File: config.mk
export PLATFORM = sky130hd
export DESIGN_NAME = tdc_meas_sequencer
export DESIGN_NICKNAME = d
export VERILOG_FILES = /design/src/rtl/tdc_meas_sequencer.sv
export SDC_FILE = /design/constraint.sdc
export NUM_CORES = 1
export LEC_CHECK = 0
export BUFFER_PORTS_ARGS = -buffer_cell sky130_fd_sc_hd__buf_2
export CORE_ASPECT_RATIO = 2
export CORE_MARGIN = 2
export CORE_UTILIZATION = 50
export DETAILED_ROUTE_END_ITERATION = 16
export GPL_ROUTABILITY_DRIVEN = 0
export GPL_TIMING_DRIVEN = 0
export PLACE_DENSITY_LB_ADDON = 0.25
export SLEW_MARGIN = 40
export SYNTH_ARGS = -nofsm -noshare
export SYNTH_HDL_FRONTEND = slang
export SYNTH_SLANG_ARGS = --single-unit
export TNS_END_PERCENT = 10
File: constraint.sdc
create_clock -name clk -period 2 [get_ports clk]
set_input_delay 0.1 -clock clk [delete_from_list [all_inputs] [get_ports clk]]
set_output_delay 0.1 -clock clk [all_outputs]
set_load 0.05 [all_outputs]
File: src/rtl/tdc_meas_sequencer.sv
// tdc_meas_sequencer: drives tdc_top launch/capture/val_in and accumulates 2**NS_LOG2 hw samples.
// Define TDC_SEQ_MINMAX_EN to track hw_min/hw_max; otherwise both outputs tie to 0.
module tdc_meas_sequencer #(
  parameter int N_O     = 6,
  parameter int NS_LOG2 = 4,
  parameter int TO_W    = 8
) (
  input  logic                 clk,
  input  logic                 rst,
  input  logic                 en_i,
  input  logic                 start_i,
  input  logic [7:0]           cfg_delay_i,
  output logic                 clk_launch_o,
  output logic                 clk_capture_o,
  output logic                 val_in_o,
  input  logic [N_O:0]         hw_i,
  input  logic                 val_out_i,
  output logic                 busy_o,
  output logic                 done_o,
  output logic                 err_timeout_o,
  output logic [N_O+NS_LOG2:0] sum_o,
  output logic [N_O:0]         hw_min_o,
  output logic [N_O:0]         hw_max_o
);
  typedef enum logic [2:0] {IDLE, LAUNCH, WAIT, CAPTURE, COLLECT, RELEASE, RECOVER, DONE} state_t;
  state_t state_q, state_d;
  logic [7:0] dly_q, dly_d;
  logic [TO_W-1:0] to_q, to_d, to_nx;
  logic [NS_LOG2-1:0] cnt_q, cnt_d;
  logic launch_q, launch_d, cap_q, cap_d, val_q, val_d;
  logic busy_q, busy_d, done_q, done_d, err_q, err_d, awaiting;
  logic [N_O+NS_LOG2:0] sum_q, sum_d;
`ifdef TDC_SEQ_MINMAX_EN
  logic [N_O:0] min_q, min_d, max_q, max_d;
`endif
  assign to_nx = to_q + TO_W'(1);
  // COLLECT waits for val_out high, RECOVER for val_out low; both share the timeout
  assign awaiting = (state_q == COLLECT) ? !val_out_i : (state_q == RECOVER) && val_out_i;
  always_comb begin
    state_d  = state_q;
    dly_d    = dly_q;
    to_d     = to_q;
    cnt_d    = cnt_q;
    launch_d = launch_q;
    cap_d    = cap_q;
    val_d    = val_q;
    busy_d   = busy_q;
    done_d   = 1'b0;
    err_d    = err_q;
    sum_d    = sum_q;
`ifdef TDC_SEQ_MINMAX_EN
    min_d    = min_q;
    max_d    = max_q;
`endif
    case (state_q)
      IDLE: if (en_i && start_i) begin
        state_d  = LAUNCH;
        launch_d = 1'b1;
        val_d    = 1'b1;
        busy_d   = 1'b1;
        sum_d    = '0;
        err_d    = 1'b0;
        cnt_d    = '0;
`ifdef TDC_SEQ_MINMAX_EN
        min_d    = '1;
        max_d    = '0;
`endif
      end
      LAUNCH: begin
        dly_d   = cfg_delay_i - 8'd1;
        state_d = (cfg_delay_i == 8'd0) ? CAPTURE : WAIT;
        cap_d   = (cfg_delay_i == 8'd0);
      end
      WAIT: begin
        dly_d   = dly_q - 8'd1;
        state_d = (dly_q == 8'd0) ? CAPTURE : WAIT;
        cap_d   = (dly_q == 8'd0);
      end
      CAPTURE: begin
        to_d    = '0;
        state_d = COLLECT;
      end
      COLLECT: if (val_out_i) begin
        sum_d    = sum_q + {{NS_LOG2{1'b0}}, hw_i};
`ifdef TDC_SEQ_MINMAX_EN
        min_d    = (hw_i < min_q) ? hw_i : min_q;
        max_d    = (hw_i > max_q) ? hw_i : max_q;
`endif
        launch_d = 1'b0;
        cap_d    = 1'b0;
        val_d    = 1'b0;
        state_d  = RELEASE;
      end
      RELEASE: begin
        cnt_d   = cnt_q + NS_LOG2'(1);
        to_d    = '0;
        state_d = RECOVER;
      end
      RECOVER: if (!val_out_i) begin
        state_d  = (cnt_q == '0) ? DONE : LAUNCH;
        done_d   = (cnt_q == '0);
        launch_d = (cnt_q != '0);
        val_d    = (cnt_q != '0);
      end
      DONE: begin
        state_d = IDLE;
        busy_d  = 1'b0;
      end
      default: state_d = IDLE;
    endcase
    if (awaiting && &to_nx) begin
      state_d  = DONE;
      done_d   = 1'b1;
      err_d    = 1'b1;
      launch_d = 1'b0;
      cap_d    = 1'b0;
      val_d    = 1'b0;
    end else if (awaiting) begin
      to_d = to_nx;
    end
    if (state_q != IDLE && !en_i) begin
      state_d  = IDLE;
      launch_d = 1'b0;
      cap_d    = 1'b0;
      val_d    = 1'b0;
      busy_d   = 1'b0;
      done_d   = 1'b0;
    end
  end
  always_ff @(posedge clk) begin
    if (rst) begin
      state_q  <= IDLE;
      dly_q    <= '0;
      to_q     <= '0;
      cnt_q    <= '0;
      launch_q <= 1'b0;
      cap_q    <= 1'b0;
      val_q    <= 1'b0;
      busy_q   <= 1'b0;
      done_q   <= 1'b0;
      err_q    <= 1'b0;
      sum_q    <= '0;
`ifdef TDC_SEQ_MINMAX_EN
      min_q    <= '1;
      max_q    <= '0;
`endif
    end else begin
      state_q  <= state_d;
      dly_q    <= dly_d;
      to_q     <= to_d;
      cnt_q    <= cnt_d;
      launch_q <= launch_d;
      cap_q    <= cap_d;
      val_q    <= val_d;
      busy_q   <= busy_d;
      done_q   <= done_d;
      err_q    <= err_d;
      sum_q    <= sum_d;
`ifdef TDC_SEQ_MINMAX_EN
      min_q    <= min_d;
      max_q    <= max_d;
`endif
    end
  end
  assign clk_launch_o  = launch_q;
  assign clk_capture_o = cap_q;
  assign val_in_o      = val_q;
  assign busy_o        = busy_q;
  assign done_o        = done_q;
  assign err_timeout_o = err_q;
  assign sum_o         = sum_q;
`ifdef TDC_SEQ_MINMAX_EN
  assign hw_min_o = min_q;
  assign hw_max_o = max_q;
`else
  assign hw_min_o = '0;
  assign hw_max_o = '0;
`endif
endmodule

Word level (Yosys, flattened, before mapping)
Index checks and enable logic that the tools add are counted.
{"block": "word_totals", "memories": 0, "input_bits": 20, "output_inout_bits": 31, "ram_bits": 0, "register_bits": 39, "elab_cells": 89, "latchBits": 0, "romBits": 0}
{"block": "classes", "muxes": 30, "eq_ne": 13, "add_sub_neg": 5, "reduce_logical": 31, "div_mod_pow": 0, "bitwise_logic": 0, "n_shift": 0, "n_mul": 0, "n_lt_le_gt_ge": 0}
{"operator": "$mux W8", "count": 3}
{"operator": "$pmux W3 S8", "count": 1}
{"operator": "$mux W11", "count": 2}
{"operator": "$pmux W11 S2", "count": 1}
{"operator": "$logic_not A8 Y1", "count": 2}
{"operator": "$pmux W8 S2", "count": 1}
{"operator": "$sub A8 B1 Y8 const B", "count": 2}
{"operator": "$mux W3", "count": 5}
{"operator": "$eq A3 B3 Y1 const B", "count": 4}
{"operator": "$mux W1", "count": 12}
{"operator": "$reduce_bool A2 Y1", "count": 6}
{"operator": "$add A11 B7 Y11", "count": 1}
{"operator": "$reduce_bool A3 Y1", "count": 3}
{"operator": "$add A8 B1 Y8 const B", "count": 1}
{"operator": "$pmux W4 S2", "count": 1}
{"operator": "$reduce_and A2 Y1", "count": 4}
{"operator": "$reduce_and A8 Y1", "count": 1}
{"operator": "$eq A3 B2 Y1 const B", "count": 2}
{"operator": "$ne A2 B2 Y1 const B", "count": 3}
{"operator": "$ne A3 B2 Y1 const B", "count": 2}
{"operator": "$pmux W1 S3", "count": 2}
{"operator": "$reduce_and A3 Y1", "count": 2}
{"operator": "$add A4 B1 Y4 const B", "count": 1}
{"operator": "$logic_and A1 B1 Y1", "count": 4}
{"operator": "11 further kinds", "count": 13}

Logic depth before layout (Yosys ltp)
{"block": "depth", "depth_word": 6, "depth_mapped": 10, "ltp_nobuf": 8}

Worst setup path before layout
Ideal clock, no wire load.
{"block": "synth_path", "path_kind": "flip-flop to flip-flop", "start": "register sum_q[0], in the netlist sum_o[0]", "end": "register sum_q[10], in the netlist sum_o[10]", "arrival_ns": 2.189, "setup_time_ns": 0.072, "setup_slack_ns": -0.261, "stages_incl_launch_ff": 9, "synth_period_minus_slack_ns": 2.261, "n_path_buf": 0, "t_required_ns": 1.928, "cell_sequence": "dfxtp_1 -> ha_1 -> inv_1 -> fa_1 -> nor2b_1 -> o21ai_0 -> a21o_1 -> a211oi_1 -> mux2i_1"}
{"block": "synth_between", "elab_chain_cells": 3}
{"item": "start, declared", "line_no": "32", "source": "logic [N_O+NS_LOG2:0] sum_q, sum_d;"}
{"item": "start signal, assigned", "line_no": "158", "source": "sum_q <= sum_d;"}
{"item": "$add A11 B7 Y11", "line_no": "84", "source": "sum_d = sum_q + {{NS_LOG2{1'b0}}, hw_i};"}
{"item": "$mux W11", "line_no": "83", "source": "COLLECT: if (val_out_i) begin"}
{"item": "$pmux W11 S2", "line_no": "55", "source": "case (state_q)"}
No other way between the ends. The select of a mux whose other input is x is not followed.
A chain may end at the register's enable or synchronous reset.

Worst setup path in the final report
{"block": "layout_path", "start": "register state_q[2]", "end": "register dly_q[2]"}
{"block": "layout_between", "elab_chain_cells": 2, "word_cells_on_any_way": 4, "cone_classes": "eq/ne: 2; mux: 1; reduce/logical: 1"}
{"item": "start, declared", "line_no": "26", "source": "state_t state_q, state_d;"}
{"item": "start signal, assigned", "line_no": "148", "source": "state_q <= state_d;"}
{"item": "$eq A3 B2 Y1 / $eq A3 B1 Y1 (equally long branches)", "line_no": "55"}
{"item": "$pmux W8 S2 / $reduce_bool A2 Y1 (equally long branches)"}
{"item": "end signal, assigned", "line_no": "149", "source": "dly_q <= dly_d;"}
{"item": "end, declared", "line_no": "27", "source": "logic [7:0] dly_q, dly_d;"}
Several ways; a longest one is shown, not always the timed one.

==> flow_summary.json <==
{
  "status": "finished, final reports clean",
  "cts_htree_levels": 2,
  "place_ws_ps": -427,
  "cp_data_required_time_ps": 2200,
  "via_count": 2771,
  "synth_most_common_cell": "dfxtp_1",
  "avgRoutedWirePerCell_um": 14.8,
  "relSlewSlack_pct": 56.4,
  "async_flop_share_pct": 0,
  "ys_ff_latch": 39,
  "antennaDiodeCount": 0,
  "period_needed_ps": 1970,
  "drt_first_pass_iters": 4,
  "hold_violations": 0,
  "drc_errors": 0,
  "reg2reg_to": "dly_q[2]",
  "clk_pin_slew_ps": 80,
  "num_io_pins": 51,
  "postLayoutSetupSlackWorst_ps": 29.1,
  "drt-total-wl_um": 7010,
  "rows": 38,
  "drv_cap": 0,
  "grt_pass1_vias": 2654,
  "stdcell_count": 475,
  "hold_start": "cfg_delay_i[4]",
  "numCtsBuffers": 5,
  "synth_top_area_cell": "dfxtp_1",
  "grt_start_max_net_pins": 11,
  "crit_fanout": 6,
  "start_util_pct": 51.4,
  "synth_edf_count": 0,
  "critPathCapture": "dly_q[2]",
  "wl_met2_um": 3920,
  "hp-class": "in2reg",
  "leakagePower_nw": 1.41,
  "hpwl_um": 5190,
  "dr.max_layer_used": "met4",
  "clockBufferDepth": 2,
  "nNetsFinal": 449,
  "synthesis.area_sq_mm": 0.00276,
  "worst_pin_slew_ps": 654,
  "worstPathArrival_ps": 2170,
  "syn_inst": 351,
  "antenna_left": 0,
  "synth_flop_cell": "dfxtp_1",
  "pwr_density_cell_mw_per_mm2": 877,
  "yosysTopAreaCellShare_pct": 28.3,
  "seq_area_frac_synth_pct": 28.3,
  "layout.area.seq_sq_um": 787,
  "r2r_start": "state_q[2]",
  "viasPerCell": 5.83,
  "crit_start": "state_q[2]",
  "avgSynthCellArea_sq_um": 7.86,
  "crit_type": "reg2reg",
  "clk-insertion-delay-late_ps": 300,
  "m1WireLength_um": 2550,
  "dieWidth_um": 56.5,
  "io_buffer_count": 35,
  "cts_root_buf": "clkbuf_8",
  "r2r_cells": 8,
  "grt.overflow.total": 0,
  "fin_worst_skew_ps": 13.2,
  "die_height_um": 109,
  "layout-drive-gt1-share_pct": 25.3,
  "grt_pass1_wl_um": 11400,
  "antenna_found_initial": 0,
  "clock-sinks": 39,
  "fin_crit_sh_pct": 98.5,
  "rsz0062_at_grt": "true",
  "ys_types": 65,
  "core_sq_mm": 0.00537,
  "slew_viol_final": 0,
  "ys.warnings.count": 0,
  "vdd_ir_drop_max_mv": 0.557,
  "setup_viol": 0,
  "start_kind": "flop",
  "wl_met3_um": 302,
  "synth_commonest_cells": "39 x dfxtp_1, 28 x a21oi_1, 28 x nand2_1",
  "worstSetupEndpointType": "flop",
  "multi_input_area_sq_mm": 0.00190,
  "fillers": 491,
  "area_delta_synth_final_pct": 20.2,
  "fmax_mhz": 507,
  "synthTopCellsByArea": "dfxtp_1 28%, ha_1 5.4%, a21oi_1 5.1%",
  "grt.total_usage_pct": 23.3,
  "drtIter0Drc": 83,
  "cts_tree": "yes",
  "die_area_sq_mm": 0.00616,
  "dp.cells": 459,
  "ff2ff_setup_slack_ps": 30
}
-- kinds of logic after synthesis --
family / Yosys count / synth area share [%]
buf+inv: 43 / 8.12
fa+ha+maj: 13 / 6.17
other cells: 1 / 0.136
xor+xnor: 10 / 3.17
mux: 7 / 2.63
simple gates: 143 / 28.1
compound gates: 95 / 23.4
flops: 39 / 28.3
-- state kept, by name, indices dropped and copies added (netlist names), 3 cells and up --
register	count
sum_o	11
dly_q	8
state_q	3
to_q	8
cnt_q	4
-- how the worst min path moves through the flow --
stage,slack [ps],to,cells after the start
after floorplan,260,dly_q[4],2
after global placement,400,dly_q[4],3
after detailed placement,410,dly_q[4],3
after CTS,100,dly_q[4],3
after global routing,110,dly_q[4],3
final,110,dly_q[4],3
-- layout by cell type, fill, tap and decap left out, types with 13 or more instances in the layout --
cell / n
nand2_1: 28
nor2_1: 26
dfxtp_1: 34
nand3_1: 15
a21oi_1: 26
buf_2: 35
buf_4: 27
inv_1: 13
nor3_1: 14
conb_1: 14
-- critical path: stages (launching register included) --
cell       delay, ps
dfxtp_2          330
buf_6            110
or3b_4           410
and2_4           170
a21oi_4          130
ha_4             200
buf_4            120
xnor2_1           60
a2111oi_2        340
-- what timing repair did --
item | CTS | global route
setup buffers | 6 | 5
pin swaps | 7 | 7
gates resized for setup | 20 | 15
setup endpoints to repair | 12 | 29
hold buffers | 0 | 0
-- layer usage --
metal | GRT usage [%] | up-vias
met5 | 0 | -
met4 | 15.1 | 0
met3 | 3.80 | 18
met2 | 44.6 | 84
met1 | 21.8 | 1300
li1 | - | 1369
-- power breakdown --
part	switching, mW	total, mW	internal [mW]
Sequential	0.0974	0.969	0.872
Combinational	0.877	1.43	0.551
Clock	0.280	0.512	0.233
-- through the flow --
| stage | cell area (sq um) | util [%] | TNS [ps] | hold WS, ps | power, mW |
|---|---|---|---|---|---|
| after floorplan | 2810 | - | -335 | 262 | 1.93 |
| after global placement | 3060 | 57.0 | -900 | 403 | 2.17 |
| after detailed placement | 3060 | 57.0 | -1350 | 411 | 2.20 |
| after CTS | 3250 | 60.4 | -195 | 105 | 2.82 |
| after global routing | 3320 | 61.7 | -187 | 115 | 3.09 |
| final | 3320 | 61.7 | 0 | 106 | 2.91 |
-- area by class of cell --
class,instances,share of cell area (%)
plain buffers,29,5.43
clock buffers,6,2.19
inverters,13,1.47
multi-input cells,282,57.1
flip-flops and latches,39,23.7
well taps,60,2.26
repair buffers,46,7.77
No activity file was read; power rests on OpenSTA's default activity.
